File: src/rtl/uv_ahb_to_apb_if.sv
`default_nettype none
// +-----------------------------------------------------------------------+
// | uv_ahb_to_apb_if                                                      |
// | AHB-Lite slave side and APB4 master side signals of the bridge.       |
// | Rev 1.0                                                               |
// +-----------------------------------------------------------------------+
interface uv_ahb_to_apb_if #(
  parameter int ALEN = 12,
  parameter int DLEN = 32
);
  logic            ahb_hsel;
  logic [ALEN-1:0] ahb_haddr;
  logic [1:0]      ahb_htrans;
  logic [2:0]      ahb_hsize;
  logic [3:0]      ahb_hprot;
  logic            ahb_hwrite;
  logic [DLEN-1:0] ahb_hwdata;
  logic [DLEN-1:0] ahb_hrdata;
  logic            ahb_hreadyout;
  logic            ahb_hresp;
  logic            apb_psel;
  logic            apb_penable;
  logic [ALEN-1:0] apb_paddr;
  logic            apb_pwrite;
  logic [DLEN-1:0] apb_pwdata;
  logic [3:0]      apb_pstrb;
  logic [2:0]      apb_pprot;
  logic [DLEN-1:0] apb_prdata;
  logic            apb_pready;
  logic            apb_pslverr;

  // The bridge: AHB slave upstream, APB master downstream.
  modport slave (
    input  ahb_hsel, ahb_haddr, ahb_htrans, ahb_hsize, ahb_hprot, ahb_hwrite, ahb_hwdata,
    output ahb_hrdata, ahb_hreadyout, ahb_hresp,
    output apb_psel, apb_penable, apb_paddr, apb_pwrite, apb_pwdata, apb_pstrb, apb_pprot,
    input  apb_prdata, apb_pready, apb_pslverr
  );

  // The surroundings: AHB master upstream, APB peripheral downstream.
  modport master (
    output ahb_hsel, ahb_haddr, ahb_htrans, ahb_hsize, ahb_hprot, ahb_hwrite, ahb_hwdata,
    input  ahb_hrdata, ahb_hreadyout, ahb_hresp,
    input  apb_psel, apb_penable, apb_paddr, apb_pwrite, apb_pwdata, apb_pstrb, apb_pprot,
    output apb_prdata, apb_pready, apb_pslverr
  );
endinterface
`default_nettype wire

File: src/rtl/uv_ahb_to_apb.sv
`default_nettype none
// +-----------------------------------------------------------------------+
// | uv_ahb_to_apb                                                         |
// | AHB-Lite single-transfer slave to APB4 master bridge with timeout.    |
// | Rev 1.0                                                               |
// +-----------------------------------------------------------------------+
module uv_ahb_to_apb #(
  parameter int ALEN = 12,
  parameter int DLEN = 32,
  parameter int TOUT = 255
) (
  input  wire logic             clk,
  input  wire logic             rst,
  uv_ahb_to_apb_if.slave        io_bus
);

  typedef enum logic [2:0] {
    S_IDLE   = 3'd0,
    S_SETUP  = 3'd1,
    S_ACCESS = 3'd2,
    S_ERR1   = 3'd3,
    S_RESP   = 3'd4
  } state_t;

  localparam logic [7:0] c_TOUT_LAST = 8'(TOUT - 1);

  state_t          r_state;
  state_t          w_state_nxt;
  logic            r_hreadyout;
  logic            r_hresp;
  logic            r_psel;
  logic            r_penable;
  logic [ALEN-1:0] r_paddr;
  logic            r_pwrite;
  logic [3:0]      r_pstrb;
  logic [2:0]      r_pprot;
  logic [DLEN-1:0] r_wdata;
  logic [DLEN-1:0] r_hrdata;
  logic [7:0]      r_cnt;

  logic            w_accept;
  logic            w_tout;
  logic            w_hreadyout_nxt;
  logic            w_hresp_nxt;
  logic            w_psel_nxt;
  logic            w_penable_nxt;
  logic [3:0]      w_pstrb;

  // hreadyout stands in for the segment's HREADY input.
  assign w_accept = io_bus.ahb_hsel & io_bus.ahb_htrans[1] & r_hreadyout &
                    ((r_state == S_IDLE) | (r_state == S_RESP));

  always_comb begin
    w_pstrb = 4'h0;
    if (io_bus.ahb_hwrite) begin
      case (io_bus.ahb_hsize)
        3'd0:    w_pstrb = 4'b0001 << io_bus.ahb_haddr[1:0];
        3'd1:    w_pstrb = io_bus.ahb_haddr[1] ? 4'b1100 : 4'b0011;
        default: w_pstrb = 4'hF;
      endcase
    end
  end

  always_comb begin
    w_state_nxt     = r_state;
    w_tout          = (TOUT != 0) && (r_cnt == c_TOUT_LAST);
    w_hreadyout_nxt = 1'b1;
    w_hresp_nxt     = 1'b0;
    w_psel_nxt      = 1'b0;
    w_penable_nxt   = 1'b0;

    case (r_state)
      S_IDLE:   if (w_accept) w_state_nxt = S_SETUP;
      S_SETUP:  w_state_nxt = S_ACCESS;
      S_ACCESS: begin
        if (io_bus.apb_pready) begin
          w_state_nxt = io_bus.apb_pslverr ? S_ERR1 : S_RESP;
        end else if (w_tout) begin
          w_state_nxt = S_ERR1;
        end
      end
      S_ERR1:   w_state_nxt = S_RESP;
      S_RESP:   w_state_nxt = w_accept ? S_SETUP : S_IDLE;
      default:  w_state_nxt = S_IDLE;
    endcase

    // Outputs are registered, so they are decoded from the state being entered.
    case (w_state_nxt)
      S_SETUP: begin
        w_hreadyout_nxt = 1'b0;
        w_psel_nxt      = 1'b1;
      end
      S_ACCESS: begin
        w_hreadyout_nxt = 1'b0;
        w_psel_nxt      = 1'b1;
        w_penable_nxt   = 1'b1;
      end
      S_ERR1: begin
        w_hreadyout_nxt = 1'b0;
        w_hresp_nxt     = 1'b1;
      end
      S_RESP:  w_hresp_nxt = (r_state == S_ERR1);
      default: ;
    endcase
  end

  always_ff @(posedge clk) begin
    if (rst) begin
      r_state     <= S_IDLE;
      r_hreadyout <= 1'b1;
      r_hresp     <= 1'b0;
      r_psel      <= 1'b0;
      r_penable   <= 1'b0;
      r_paddr     <= '0;
      r_pwrite    <= 1'b0;
      r_pstrb     <= 4'h0;
      r_pprot     <= 3'b000;
      r_wdata     <= '0;
      r_hrdata    <= '0;
      r_cnt       <= 8'd0;
    end else begin
      r_state     <= w_state_nxt;
      r_hreadyout <= w_hreadyout_nxt;
      r_hresp     <= w_hresp_nxt;
      r_psel      <= w_psel_nxt;
      r_penable   <= w_penable_nxt;
      if (w_accept) begin
        r_paddr  <= io_bus.ahb_haddr;
        r_pwrite <= io_bus.ahb_hwrite;
        r_pstrb  <= w_pstrb;
        r_pprot  <= {~io_bus.ahb_hprot[0], 1'b0, io_bus.ahb_hprot[1]};
        r_cnt    <= 8'd0;
      end else if (r_state == S_ACCESS) begin
        r_cnt <= r_cnt + 8'd1;
      end
      if (r_state == S_SETUP) begin
        r_wdata <= io_bus.ahb_hwdata;
      end
      if ((r_state == S_ACCESS) && io_bus.apb_pready && !r_pwrite) begin
        r_hrdata <= io_bus.apb_prdata;
      end
    end
  end

  assign io_bus.ahb_hrdata    = r_hrdata;
  assign io_bus.ahb_hreadyout = r_hreadyout;
  assign io_bus.ahb_hresp     = r_hresp;
  assign io_bus.apb_psel      = r_psel;
  assign io_bus.apb_penable   = r_penable;
  assign io_bus.apb_paddr     = r_paddr;
  assign io_bus.apb_pwrite    = r_pwrite;
  assign io_bus.apb_pstrb     = r_pstrb;
  assign io_bus.apb_pprot     = r_pprot;
  // Write data flows straight through in SETUP, then from the captured copy.
  assign io_bus.apb_pwdata    = (r_state == S_SETUP) ? io_bus.ahb_hwdata : r_wdata;

endmodule
`default_nettype wire

File: src/flat_wrapper.sv
// flat-port wrapper written by rule: the top's interface ports become plain ports
module uv_ahb_to_apb_flat 
#(
  parameter int ALEN = 12,
  parameter int DLEN = 32,
  parameter int TOUT = 255
)
  (clk, rst, io_bus_ahb_hsel, io_bus_ahb_haddr, io_bus_ahb_htrans, io_bus_ahb_hsize, io_bus_ahb_hprot, io_bus_ahb_hwrite, io_bus_ahb_hwdata, io_bus_ahb_hrdata, io_bus_ahb_hreadyout, io_bus_ahb_hresp, io_bus_apb_psel, io_bus_apb_penable, io_bus_apb_paddr, io_bus_apb_pwrite, io_bus_apb_pwdata, io_bus_apb_pstrb, io_bus_apb_pprot, io_bus_apb_prdata, io_bus_apb_pready, io_bus_apb_pslverr);
  uv_ahb_to_apb_if #(.ALEN(ALEN), .DLEN(DLEN)) io_bus_i ();
  input  wire logic clk;
  input  wire logic rst;
  input wire logic [$bits(io_bus_i.ahb_hsel)-1:0] io_bus_ahb_hsel;
  input wire logic [$bits(io_bus_i.ahb_haddr)-1:0] io_bus_ahb_haddr;
  input wire logic [$bits(io_bus_i.ahb_htrans)-1:0] io_bus_ahb_htrans;
  input wire logic [$bits(io_bus_i.ahb_hsize)-1:0] io_bus_ahb_hsize;
  input wire logic [$bits(io_bus_i.ahb_hprot)-1:0] io_bus_ahb_hprot;
  input wire logic [$bits(io_bus_i.ahb_hwrite)-1:0] io_bus_ahb_hwrite;
  input wire logic [$bits(io_bus_i.ahb_hwdata)-1:0] io_bus_ahb_hwdata;
  output wire logic [$bits(io_bus_i.ahb_hrdata)-1:0] io_bus_ahb_hrdata;
  output wire logic [$bits(io_bus_i.ahb_hreadyout)-1:0] io_bus_ahb_hreadyout;
  output wire logic [$bits(io_bus_i.ahb_hresp)-1:0] io_bus_ahb_hresp;
  output wire logic [$bits(io_bus_i.apb_psel)-1:0] io_bus_apb_psel;
  output wire logic [$bits(io_bus_i.apb_penable)-1:0] io_bus_apb_penable;
  output wire logic [$bits(io_bus_i.apb_paddr)-1:0] io_bus_apb_paddr;
  output wire logic [$bits(io_bus_i.apb_pwrite)-1:0] io_bus_apb_pwrite;
  output wire logic [$bits(io_bus_i.apb_pwdata)-1:0] io_bus_apb_pwdata;
  output wire logic [$bits(io_bus_i.apb_pstrb)-1:0] io_bus_apb_pstrb;
  output wire logic [$bits(io_bus_i.apb_pprot)-1:0] io_bus_apb_pprot;
  input wire logic [$bits(io_bus_i.apb_prdata)-1:0] io_bus_apb_prdata;
  input wire logic [$bits(io_bus_i.apb_pready)-1:0] io_bus_apb_pready;
  input wire logic [$bits(io_bus_i.apb_pslverr)-1:0] io_bus_apb_pslverr;
  assign io_bus_i.ahb_hsel = io_bus_ahb_hsel;
  assign io_bus_i.ahb_haddr = io_bus_ahb_haddr;
  assign io_bus_i.ahb_htrans = io_bus_ahb_htrans;
  assign io_bus_i.ahb_hsize = io_bus_ahb_hsize;
  assign io_bus_i.ahb_hprot = io_bus_ahb_hprot;
  assign io_bus_i.ahb_hwrite = io_bus_ahb_hwrite;
  assign io_bus_i.ahb_hwdata = io_bus_ahb_hwdata;
  assign io_bus_ahb_hrdata = io_bus_i.ahb_hrdata;
  assign io_bus_ahb_hreadyout = io_bus_i.ahb_hreadyout;
  assign io_bus_ahb_hresp = io_bus_i.ahb_hresp;
  assign io_bus_apb_psel = io_bus_i.apb_psel;
  assign io_bus_apb_penable = io_bus_i.apb_penable;
  assign io_bus_apb_paddr = io_bus_i.apb_paddr;
  assign io_bus_apb_pwrite = io_bus_i.apb_pwrite;
  assign io_bus_apb_pwdata = io_bus_i.apb_pwdata;
  assign io_bus_apb_pstrb = io_bus_i.apb_pstrb;
  assign io_bus_apb_pprot = io_bus_i.apb_pprot;
  assign io_bus_i.apb_prdata = io_bus_apb_prdata;
  assign io_bus_i.apb_pready = io_bus_apb_pready;
  assign io_bus_i.apb_pslverr = io_bus_apb_pslverr;
  uv_ahb_to_apb #(.ALEN(ALEN), .DLEN(DLEN), .TOUT(TOUT)) u_core (.clk(clk), .rst(rst), .io_bus(io_bus_i));
endmodule
File: config.mk
export PLATFORM = sky130hd
export DESIGN_NAME = uv_ahb_to_apb_flat
export DESIGN_NICKNAME = d
export VERILOG_FILES = /design/src/rtl/uv_ahb_to_apb_if.sv /design/src/rtl/uv_ahb_to_apb.sv /design/src/flat_wrapper.sv
export SDC_FILE = /design/constraint.sdc
export NUM_CORES = 1
export LEC_CHECK = 0
export ABC_AREA = 1
export BUFFER_PORTS_ARGS = -buffer_cell sky130_fd_sc_hd__buf_4
export CAP_MARGIN = 20
export CORE_MARGIN = 2
export CORE_UTILIZATION = 45
export CTS_BUF_LIST = sky130_fd_sc_hd__clkbuf_4 sky130_fd_sc_hd__clkbuf_8 sky130_fd_sc_hd__clkbuf_16
export CTS_CLUSTER_SIZE = 10
export DETAILED_ROUTE_END_ITERATION = 10
export GPL_ROUTABILITY_DRIVEN = 0
export PLACE_DENSITY = 0.84
export REMOVE_ABC_BUFFERS = 1
export SLEW_MARGIN = 10
export SYNTH_ARGS = -nofsm -noshare
export SYNTH_HDL_FRONTEND = slang
export SYNTH_SLANG_ARGS = --single-unit
export TNS_END_PERCENT = 5
File: constraint.sdc
create_clock -name clk -period 2.7 [get_ports clk]
set_input_delay 0.135 -clock clk [delete_from_list [all_inputs] [get_ports clk]]
set_output_delay 0.135 -clock clk [all_outputs]
set_load 0.1 [all_outputs]
; Yosys cells after proc, flatten, opt, wreduce, memory -nomap -nowiden
; Index checks and enable logic that the tools add are counted.
[op_classes]
add_sub_neg = 1
n_eq_ne = 10
n_shift = 1
muxes = 14
bitwise = 5
n_reduce_logical = 8
[ops]
columns = op, count
row1 = $mux 32, 1
row2 = $pmux 3 s5, 1
row3 = $eq 3x2->1 const B, 4
row4 = $mux 3, 4
row5 = $eq 3x1->1 const B, 3
row6 = $add 8x1->8 const B, 1
row7 = $eq 8x8->1 const B, 1
row8 = $mux 4, 2
row9 = $pmux 4 s2, 1
row10 = $eq 3x3->1 const B, 2
row11 = $logic_not 3->1, 2
row12 = $mux 1, 4
row13 = $reduce_or 2->1, 2
row14 = $shl 1x2->4 const A, 1
row15 = $and 1x1->1, 3
row16 = $reduce_or 3->1, 1
row17 = $logic_and 1x1->1, 2
row18 = $pmux 1 s2, 1
row19 = $logic_not 1->1, 1
row20 = $not 1->1, 1
row21 = $or 1x1->1, 1
[word_totals]
regBits = 98
inputBits = 91
output_inout_bits = 88
wordCells = 51

; Logic depth before layout (Yosys ltp)
; Gate-level depths: netlist (run 1).
[depth]
word_depth = 8
mapped_depth = 9

; Least setup slack after synthesis (run 1)
; No wires, ideal clock.
[synth_path]
path_type = register to output
startpoint = register u_core.r_state[1]
endpoint = output io_bus_apb_pwdata[0]
t_arrival_ns = 2.345
required_time_ns = 2.565
setup_slack_ns = 0.220
path_stages_with_launch = 6
path_cell_list = dfxtp_1 inv_2 nand3_4 inv_2 buf_2 a21oi_1
[synth_between]
elab_chain_len = 2
[synth_lines]
columns = item, line_no
row1 = "start, declared", uv_ahb_to_apb.sv:27  ; state_t r_state;
row2 = "start signal, assigned", uv_ahb_to_apb.sv:122  ; r_state <= w_state_nxt;
row3 = $eq 3x1->1, uv_ahb_to_apb.sv:155  ; assign io_bus.apb_pwdata = (r_state == S_SETUP) ? io_bus.ahb_hwdata : r_wdata;
row4 = $mux 32, uv_ahb_to_apb.sv:155
row5 = "end, declared", flat_wrapper.sv:26  ; output wire logic [$bits(io_bus_i.apb_pwdata)-1:0] io_bus_apb_pwdata;
; Every way passes these cells.

; Final worst setup path (run 1)
[layout_path]
startpoint = register u_core.r_state[0]
endpoint = output io_bus_apb_pwdata[28]
; Same word-level chain as after synthesis.

==> out/results.ini, run 1 <==
[run_status]
outcome = complete, no violations

[placement]
portBuffers = 174
dp_slack_ns = 0.819
dpl.hpwl_mm = 7.62

[synthesis]
ys.flop_type = dfxtp_1
synth-async-reset-ratio_pct = 0
ys_ff_latch = 98
synth-edff-count = 0
synth-warning-count = 0
ys_seq_area_share_pct = 42.7
synth_area_um2 = 4590
yosysUniqueCellTypes = 30
netlist_instances = 574
syn_avg_cell_area_um2 = 8.00

[timing]
setup_viol = 0
layout_setup_ws_ns = 0.434
relSlewSlack_pct = 35.0
fin_setup_tns_ns = 0
skew_ns = 0.0128
hold_violations = 0
rsz0062_at_grt = no
timing.fmax_ghz = 0.441
layout_min_cycle_time_ns = 2.27
drv_slew = 0
worst_pin_slew_ns = 0.976
hold_ws_ns = 0.0295
period_share_pct = 83.9

[cts]
clk_latency_ns = 0.36
cts-root-buf = clkbuf_8
cts_num_sinks = 98
cts_resized = 0
h-tree-depth = 3
clkTransAtPathRegs_ns = 0.09
cts_tree = built
cts.path.max_buffers = 2
cts_buffers = 9

[grt]
grt_max_degree = 70
grt_pass1_vias = 3918
grt_pass1_wl_mm = 17.6
antenna_found_initial = 0
grt_usage_pct = 19.1
overflow = 0

[flow_run]
maxCapViolCount = 0

[die]
fp.dieW_um = 105
core_um2 = 9820
ios = 179
die_height_um = 105
die_area_um2 = 11000
rows = 36
start_util_pct = 46.8

[finish]
num-fill-cells = 852
n_antenna_cell = 0
area_delta_synth_final_pct = 33.3
postLayoutCoreUtil_pct = 62.3
nNetsFinal = 826
drive_gt1_share_pct = 39.0

[detailed_routing]
vias = 4135
drt_iter0_drc = 174
vias_per_cell = 4.75
drtPass1Iterations = 4
drc = 0
detail-route-antenna-nets = 0
totalWireLength_mm = 10.7
wl_per_cell_um = 12.2

[critical_path]
critPathArrivalTime_ns = 2.13
path_max_fanout = 64
end_kind = primary output
required_ns = 2.57
critPathLaunchType = flip-flop
critPathKind = reg -> out

[pwr]
internal_power_mw = 2.37
switching_power_mw = 1.49
power_frac_seq_pct = 40.0
p_clk_share_pct = 27.5
power.total_mw = 3.86
irDropWorstVdd_mv = 0.315
leakage_nw = 2.83
pwr-share-comb_pct = 32.5
switching_share_pct = 38.7
power_density_nw_per_um2 = 631

[worst_hold_path]
hold_class = in -> reg

cell usage in the layout, fill, tap and decap left out, types with 3 or more instances in the layout:
| master | netlist | routed |
|---|---|---|
| a211oi_1 | 20 | 20 |
| a211oi_2 | 12 | 12 |
| a21oi_1 | 47 | 47 |
| a21oi_2 | 32 | 32 |
| buf_4 | 3 | 178 |
| clkbuf_8 | 3 | 10 |
| dfxtp_1 | 98 | 98 |
| inv_1 | 114 | 114 |
| inv_2 | 4 | 4 |
| nand2_1 | 96 | 96 |
| nand2_2 | 3 | 3 |
| nand3_1 | 8 | 8 |
| nand3_2 | 30 | 30 |
| nand4_1 | 3 | 3 |
| nor2_1 | 38 | 38 |
| nor2_2 | 5 | 3 |
| o21ai_0 | 16 | 16 |
| o21ai_1 | 4 | 4 |
flip-flops by register name, indices dropped and copies added (netlist names):
register	flops
u_core.io_bus.apb_pstrb	4
u_core.io_bus.apb_pwrite	1
u_core.r_state	3
u_core.io_bus.apb_penable	1
u_core.io_bus.ahb_hresp	1
u_core.io_bus.apb_paddr	12
u_core.io_bus.apb_pprot	2
u_core.r_wdata	32
u_core.io_bus.ahb_hreadyout	1
u_core.r_cnt	8
u_core.io_bus.apb_psel	1
u_core.io_bus.ahb_hrdata	32
cells by family after synthesis:
kind of cell / Yosys count / synth area share [%]
AND/OR/NAND/NOR: 191 / 21.7
buffers and inverters: 151 / 15.0
AO/OA/AOI/OAI: 131 / 19.9
flip-flops: 98 / 42.7
adder cells (fa/ha/maj): 2 / 0.545
other: 1 / 0.0817
cell type report:
cell class / count / area (um2) / share of cell area [%]
multi-input combinational: 325 / 1950 / 31.8
clock buffer: 11 / 145 / 2.37
tap: 133 / 166 / 2.72
timing repair buffer: 180 / 1370 / 22.3
sequential: 98 / 1960 / 32.0
inverter: 119 / 448 / 7.32
clock inverter: 5 / 85.1 / 1.39
synthesized netlist by cell type, types with 2 or more instances:
library cell / count / area (um2)
o21ai_0: 16 / 80.1
buf_4: 3 / 22.5
ha_1: 2 / 25.0
buf_6: 2 / 22.5
buf_2: 14 / 70.1
nand3_1: 8 / 40.0
a211oi_2: 12 / 150
buf_12: 3 / 60.1
a211oi_1: 20 / 150
a21oi_2: 32 / 280
nand3_4: 2 / 35.0
nand3_2: 30 / 300
clkbuf_1: 7 / 26.3
nand4_1: 3 / 18.8
nand2_1: 96 / 360
inv_2: 4 / 15.0
dfxtp_1: 98 / 1960
nor2_1: 38 / 143
nor2_2: 5 / 31.3
nand2_2: 3 / 18.8
inv_1: 114 / 428
or2_2: 2 / 12.5
a21oi_1: 47 / 235
clkbuf_8: 3 / 41.3
o21ai_1: 4 / 20.0
nand2_4: 2 / 22.5
power by group through the flow:
stage          Combinational [mW]  Clock (mW)  Sequential, mW
3_3_place_gp                 1.24           0            1.58
6_report                     1.25        1.06            1.55
2_1_floorplan               0.678           0            1.82
5_1_grt                      1.32        1.15            1.55
3_5_place_dp                 1.26           0            1.58
4_1_cts                      1.26        1.09            1.55
metal layers:
layer / vias up / wire (um) / global-route usage, %
met1: 1885 / 4690 / 22.9
met2: 119 / 5150 / 33.0
met4: 0 / 116 / 5.43
met5: - / 0 / 0
li1: 2118 / - / -
met3: 13 / 699 / 5.61
worst max-delay path, stage by stage (launching register included):
cell     delay (ns)
dfxtp_1        0.54
nand3_4        0.38
inv_2          0.18
buf_12         0.28
a21oi_1        0.13
buf_4          0.25
per-stage QoR:
| stage | cells | area [um2] |
|---|---|---|
| after floorplan | 542 | 4350 |
| after global placement | 854 | 5880 |
| after detailed placement | 854 | 5880 |
| after CTS | 871 | 6120 |
| after global routing | 871 | 6120 |
| final | 871 | 6120 |
worst paths after layout:
check | from | end | slack (ns) | cells after the start
worst min-delay path | io_bus_ahb_haddr[3] | u_core.io_bus.apb_paddr[3] | 0.03 | 3
worst max-delay path | u_core.r_state[0] | io_bus_apb_pwdata[28] | 0.43 | 5
worst max register to register | u_core.r_state[0] | u_core.r_wdata[10] | 0.99 | 4
worst min register to register | u_core.io_bus.ahb_hrdata[11] | u_core.io_bus.ahb_hrdata[11] | 0.47 | 2
timing repair:
item | CTS | global route
hold buffers | 1 | 0
setup buffers | 0 | 0
endpoints found under the hold margin | 1 | 0
Power figures use the tool's default switching activity.
==> run 2: changes to the inputs <==
Settings changed: CORE_UTILIZATION 45 to 44, PLACE_DENSITY 0.84 to 0.85.
Clock period 2.7 ns to 2 ns, I/O delays scaled along.
==> run 2 against run 1 <==
Compared with the run above:
- global-route usage grew 2.4 points
- clock power grew 23%
- utilization grew 4.5 points
- die area grew 2.2%
- design area grew 12%
- setup slack lost 0.32 ns
- first-iteration DRC count grew 54%
- critical path depth grew 1
- sequential share of layout area shrank 3.4 points
- register-to-register slack lost 0.45 ns
==> out/results.ini, run 2 (same netlist as run 1, synthesis figures left out) <==
[cts]
clk_latency_ns = 0.37  ; was 0.36 ns
cts.path.max_buffers = 2  ; unchanged
cts_num_sinks = 98  ; unchanged
cts-root-buf = clkbuf_8  ; unchanged
h-tree-depth = 3  ; unchanged
cts_buffers = 9  ; unchanged
clkTransAtPathRegs_ns = 0.10  ; was 0.09 ns
cts_tree = built  ; unchanged

[critical_path]
end_kind = primary output  ; unchanged
critPathKind = reg -> out  ; unchanged
crit_slowest_cell = dfxtp_2  ; was dfxtp_1
cp_cell_sequence = inv_2, nand3_4, inv_2, buf_12, a21oi_1, buf_4  ; was nand3_4, inv_2, buf_12, a21oi_1, buf_4
critPathMaxStageDelay_ns = 0.39  ; was 0.54 ns
required_ns = 1.90  ; was 2.57 ns
path_common_cell = inv_2
path_max_fanout = 28  ; was 64
critPathLaunchType = flip-flop  ; unchanged
critPathArrivalTime_ns = 1.78  ; was 2.13 ns
r2r_setup_slack_ns = 0.54  ; was 0.99 ns

[finish]
postLayoutCoreUtil_pct = 66.9  ; was 62.3%
num-fill-cells = 793  ; was 852
seq_area_um2 = 1960  ; about the same
multiInputGateArea_um2 = 1950  ; unchanged
design_area_um2 = 6840  ; was 6120 um2
drive_gt1_share_pct = 36.5  ; was 39.0%
area_delta_synth_final_pct = 49.0  ; was 33.3%
n_antenna_cell = 0  ; unchanged
finalNonFillerCells = 947  ; was 871
layout_common_cells = 180 x buf_4, 114 x inv_1, 97 x dfxtp_1  ; was 178 x buf_4, 114 x inv_1, 98 x dfxtp_1
nNetsFinal = 899  ; was 826
final_common_cell = buf_4  ; unchanged

[pwr]
leakage_nw = 3.12  ; was 2.83 nW
power_frac_seq_pct = 39.9  ; was 40.0%
p_clk_share_pct = 24.9  ; was 27.5%
pwr-share-comb_pct = 35.3  ; was 32.5%
power_density_nw_per_um2 = 764  ; was 631 nW/um2
switching_share_pct = 40.0  ; was 38.7%
power.total_mw = 5.23  ; was 3.86 mW
switching_power_mw = 2.09  ; was 1.49 mW
internal_power_mw = 3.14  ; was 2.37 mW
irDropWorstVdd_mv = 0.437  ; was 0.315 mV

[timing]
relSlewSlack_pct = 65.4  ; was 35.0%
hold_ws_ns = 0.0118  ; was 0.0295 ns
period_share_pct = 94.1
fin_setup_tns_ns = 0  ; unchanged
timing.fmax_ghz = 0.531
worst_pin_slew_ns = 0.518  ; was 0.976 ns
drv_slew = 0  ; unchanged
layout_min_cycle_time_ns = 1.88
layout_setup_ws_ns = 0.118  ; was 0.434 ns
setup_viol = 0  ; unchanged
rsz0062_at_grt = no  ; unchanged
hold_violations = 0  ; unchanged
skew_ns = 0.0103  ; was 0.0128 ns

[worst_hold_path]
hold_class = in -> reg  ; unchanged

[detailed_routing]
highest_layer = met4  ; unchanged
met3_length_um = 704  ; was 699 um
detail-route-antenna-nets = 0  ; unchanged
totalWireLength_mm = 12.2  ; was 10.7 mm
vias_per_cell = 4.70  ; was 4.75
wl_met1_mm = 5.17  ; was 4.69 mm
wl_per_cell_um = 12.9  ; was 12.2 um
drtPass1Iterations = 4  ; unchanged
wl_met2_mm = 6.01  ; was 5.15 mm
vias = 4455  ; was 4135
drt_iter0_drc = 268  ; was 174
drc = 0  ; unchanged

[grt]
grt_usage_pct = 21.5  ; was 19.1%
antenna_found_initial = 0  ; unchanged
overflow = 0  ; unchanged
grt_max_degree = 37  ; was 70
grt_pass1_wl_mm = 19.6  ; was 17.6 mm
grt_pass1_vias = 4365  ; was 3918

[die]
ios = 179  ; unchanged
start_util_pct = 44.9  ; was 46.8%
die_area_um2 = 11300  ; was 11000 um2
die_height_um = 106  ; was 105 um
fp.dieW_um = 106  ; was 105 um
core_um2 = 10200  ; was 9820 um2
rows = 37  ; was 36

[placement]
place_inst = 864  ; was 854
postPlaceCellArea_um2 = 5960  ; was 5880 um2
dp_slack_ns = 0.487  ; was 0.819 ns
dpl.hpwl_mm = 7.50  ; was 7.62 mm
portBuffers = 174  ; unchanged

[flow_run]
maxCapViolCount = 0  ; unchanged

[run_status]
outcome = complete, no violations  ; unchanged

## run 2: final cells by class
| cell class | count | area share, % |
|---|---|---|
| clock buffer | 10 | 1.92 |
| clock inverter | 6 | 0.969 |
| inverter | 119 | 6.54 |
| multi-input combinational | 325 | 28.5 |
| sequential | 98 | 28.7 |
| tap | 136 | 2.49 |
| timing repair buffer | 253 | 30.9 |
## run 2: final timing paths
check | start | end | depth (start not counted)
setup / recovery | u_core.r_state[1] | io_bus_apb_pwdata[15] | 6
hold / removal | io_bus_ahb_haddr[8] | u_core.io_bus.apb_paddr[8] | 3
setup reg to reg | u_core.r_state[0] | u_core.r_cnt[6] | 8
hold reg to reg | u_core.io_bus.apb_pstrb[2] | u_core.io_bus.apb_pstrb[2] | 2
## run 2: timing repair
action,4_1_cts,5_1_grt
setup buffers,0,0
gates resized for setup,0,4
endpoints found under the hold margin,68,0
hold buffers,67,0
setup endpoints to repair,0,31
## run 2: worst max-delay path, delay by kind of cell, from the launching register on
family / cells / cell delay (ns)
AND/OR/NAND/NOR: 1 / 0.10
AO/OA/AOI/OAI: 1 / 0.20
flip-flops: 1 / 0.39
buffers and inverters: 4 / 0.72
## run 2: power by group through the flow
stage               clock (mW)  sequential, mW  combinational (mW)
global route              1.43            2.10                1.93
CTS                       1.34            2.08                1.82
detailed placement           0            2.13                1.71
finish                    1.30            2.08                1.84
global placement             0            2.12                1.70
floorplan                    0            2.45               0.915
## run 2: layer usage
| metal | up-vias | track usage [%] |
|---|---|---|
| li1 | 2267 | - |
| met3 | 34 | 5.27 |
| met1 | 2008 | 24.7 |
| met4 | 0 | 9.02 |
| met5 | - | 0 |
| met2 | 146 | 37.7 |
==> run 3: changes to the inputs <==
Settings changed: CORE_UTILIZATION 44 to 45, PLACE_DENSITY 0.85 to 0.84, SKIP_LAST_GASP from default to 1.
Clock period 2 ns to 2.1 ns, I/O delays scaled along.
==> run 3 against run 2 <==
Compared with the run above:
- register-to-register slack is essentially flat
- sequential cell count is the same
- worst hold slack improved by 0.0030 ns
- power shrank 4.9%
- die area is 2.1% lower
- setup slack better by 0.050 ns
- combinational power is 9.8% lower
- routed wire length decreased by 7.1%
- sequential share of layout area up 2.0 points
- global-route usage decreased by 1.5 points
- largest cell class is now registers
- largest power group unchanged
- highest routed layer unchanged
==> out/results.ini, run 3 (same netlist as run 1, synthesis figures left out) <==
[die]
core_um2 = 9820  ; was 10200 um2
start_util_pct = 46.8  ; was 44.9%
rows = 36  ; was 37
die_area_um2 = 11000  ; was 11300 um2
die_height_um = 105  ; was 106 um
fp.dieW_um = 105  ; was 106 um
ios = 179  ; unchanged

[timing]
worst_pin_slew_ns = 0.598  ; was 0.518 ns
drv_slew = 0  ; unchanged
hold_violations = 0  ; unchanged
layout_min_cycle_time_ns = 1.93
layout_setup_ws_ns = 0.168  ; was 0.118 ns
timing.fmax_ghz = 0.518
relSlewSlack_pct = 60.2  ; was 65.4%
skew_ns = 0.0100  ; was 0.0103 ns
rsz0062_at_grt = no  ; unchanged
setup_viol = 0  ; unchanged
period_share_pct = 92.0

[pwr]
power_density_nw_per_um2 = 778  ; was 764 nW/um2
internal_power_mw = 3.03  ; was 3.14 mW
pwr-share-comb_pct = 33.5  ; was 35.3%
power_frac_seq_pct = 40.0  ; was 39.9%
p_clk_share_pct = 26.5  ; was 24.9%
irDropWorstVdd_mv = 0.395  ; was 0.437 mV
power.total_mw = 4.97  ; was 5.23 mW
switching_share_pct = 39.1  ; was 40.0%
switching_power_mw = 1.94  ; was 2.09 mW
leakage_nw = 2.93  ; was 3.12 nW

[finish]
num-fill-cells = 808  ; was 793
layout_common_cells = 179 x buf_4, 114 x inv_1, 97 x dfxtp_1  ; was 180 x buf_4, 114 x inv_1, 97 x dfxtp_1
area_delta_synth_final_pct = 39.1  ; was 49.0%
n_antenna_cell = 0  ; unchanged
final_common_cell = buf_4  ; unchanged
drive_gt1_share_pct = 38.0  ; was 36.5%
nNetsFinal = 853  ; was 899

[cts]
cts_tree = built  ; unchanged
cts.path.max_buffers = 2  ; unchanged
clk_latency_ns = 0.35  ; was 0.37 ns
cts-root-buf = clkbuf_8  ; unchanged
clkTransAtPathRegs_ns = 0.09  ; was 0.10 ns
h-tree-depth = 3  ; unchanged
post-cts-setup-buffers = 0  ; unchanged
cts_num_sinks = 98  ; unchanged
cts_buffers = 9  ; unchanged

[critical_path]
r2r_end = u_core.io_bus.apb_pstrb[3]  ; was u_core.r_cnt[6]
r2r_setup_slack_ns = 0.55  ; was 0.54 ns
critPathKind = reg -> out  ; unchanged
critPathArrivalTime_ns = 1.83  ; was 1.78 ns
rr_startpoint = u_core.r_state[0]  ; unchanged
critPathLaunchType = flip-flop  ; unchanged
path_max_fanout = 32  ; was 28
end_kind = primary output  ; unchanged
r2r_cells = 5  ; was 8
required_ns = 2.00  ; was 1.90 ns

[detailed_routing]
wl_per_cell_um = 12.7  ; was 12.9 um
drt_iter0_drc = 160  ; was 268
drc = 0  ; unchanged
drtPass1Iterations = 4  ; unchanged
detail-route-antenna-nets = 0  ; unchanged
vias = 4279  ; was 4455
vias_per_cell = 4.77  ; was 4.70
totalWireLength_mm = 11.4  ; was 12.2 mm

[grt]
grt_max_degree = 65  ; was 37
overflow = 0  ; unchanged
grt_usage_pct = 19.9  ; was 21.5%
grt_pass1_vias = 4067  ; was 4365
antenna_found_initial = 0  ; unchanged
grt_pass1_wl_mm = 18.3  ; was 19.6 mm

[worst_hold_path]
worst_hold_startpoint = io_bus_ahb_haddr[9]  ; was io_bus_ahb_haddr[8]
hold_class = in -> reg  ; unchanged
hold_end = u_core.io_bus.apb_paddr[9]  ; was u_core.io_bus.apb_paddr[8]
min_path_cells = 3  ; unchanged

[flow_run]
maxCapViolCount = 0  ; unchanged

[placement]
dp_slack_ns = 0.418  ; was 0.487 ns
dpl.hpwl_mm = 7.71  ; was 7.50 mm
portBuffers = 174  ; unchanged

[run_status]
outcome = complete, no violations  ; unchanged

## run 3: cell types whose count changed in the layout (fill, tap and decap cells not counted), sizes merged
cell / delta
dlygate4sd3: -41
buf: -5
clkinv: +2
bufinv: +1
clkbuf: -1
clkinvlp: -1
inv: -1
## run 3: how the worst max path moves through the flow
stage / slack (ns) / endpoint / startpoint / depth (start not counted)
finish: 0.17 / io_bus_apb_pwdata[27] / u_core.r_state[0] / 6
global route: 0.03 / io_bus_apb_pwdata[12] / u_core.r_state[0] / 6
CTS: 0.02 / io_bus_apb_pwdata[12] / u_core.r_state[0] / 6
detailed placement: 0.42 / io_bus_apb_pwdata[12] / u_core.r_state[0] / 6
global placement: 0.47 / io_bus_apb_pwdata[28] / u_core.r_state[0] / 6
floorplan: -1.11 / u_core.io_bus.ahb_hrdata[0] / u_core.io_bus.apb_pwrite / 4
## run 3: metal layers
metal  GRT usage (%)  routed length [um]  up-vias
li1                -                   -     2172
met5               0                   0        -
met1            24.2                4820     1954
met3            5.05                 694       16
met4            6.86                 191        0
met2            34.0                5670      137
## run 3: power by group through the flow
stage	logic (mW)	registers, mW	clock network [mW]
floorplan	0.871	2.34	0
global placement	1.60	2.03	0
detailed placement	1.62	2.03	0
CTS	1.66	1.99	1.35
global route	1.75	2.00	1.42
finish	1.66	1.99	1.32
## run 3: cell type report
class	instances	area (um2)	share of cell area [%]
multi-input combinational	325	1950	30.5
clock buffer	9	124	1.94
sequential	98	1960	30.7
tap	133	166	2.60
inverter	119	448	7.01
timing repair buffer	207	1640	25.7
clock inverter	7	93.8	1.47
## run 3: timing repair
action                                  CTS  global route
hold buffers                             26             0
gates resized for setup                   0             1
endpoints found under the setup margin    0            31
endpoints found under the hold margin    26             0
## run 3: critical path: stages, from the launching register on
cell and delay, ns:
dfxtp_2 0.45, nand3_4 0.12, buf_4 0.25, nand2_1 0.10, inv_1 0.06, a21oi_1 0.16
buf_4 0.32
## run 3: through the flow
stage | instances | hold slack (ns) | area (um2) | setup TNS [ns] | util, %
after floorplan | 542 | 0.167 | 4350 | -58.52 | -
after global placement | 856 | 0.281 | 5910 | 0 | 60.2
after detailed placement | 856 | 0.287 | 5910 | 0 | 60.2
after CTS | 898 | 0.000229 | 6390 | 0 | 65.0
after global routing | 898 | 0.00432 | 6390 | 0 | 65.1
final | 898 | 0.0148 | 6390 | 0 | 65.1
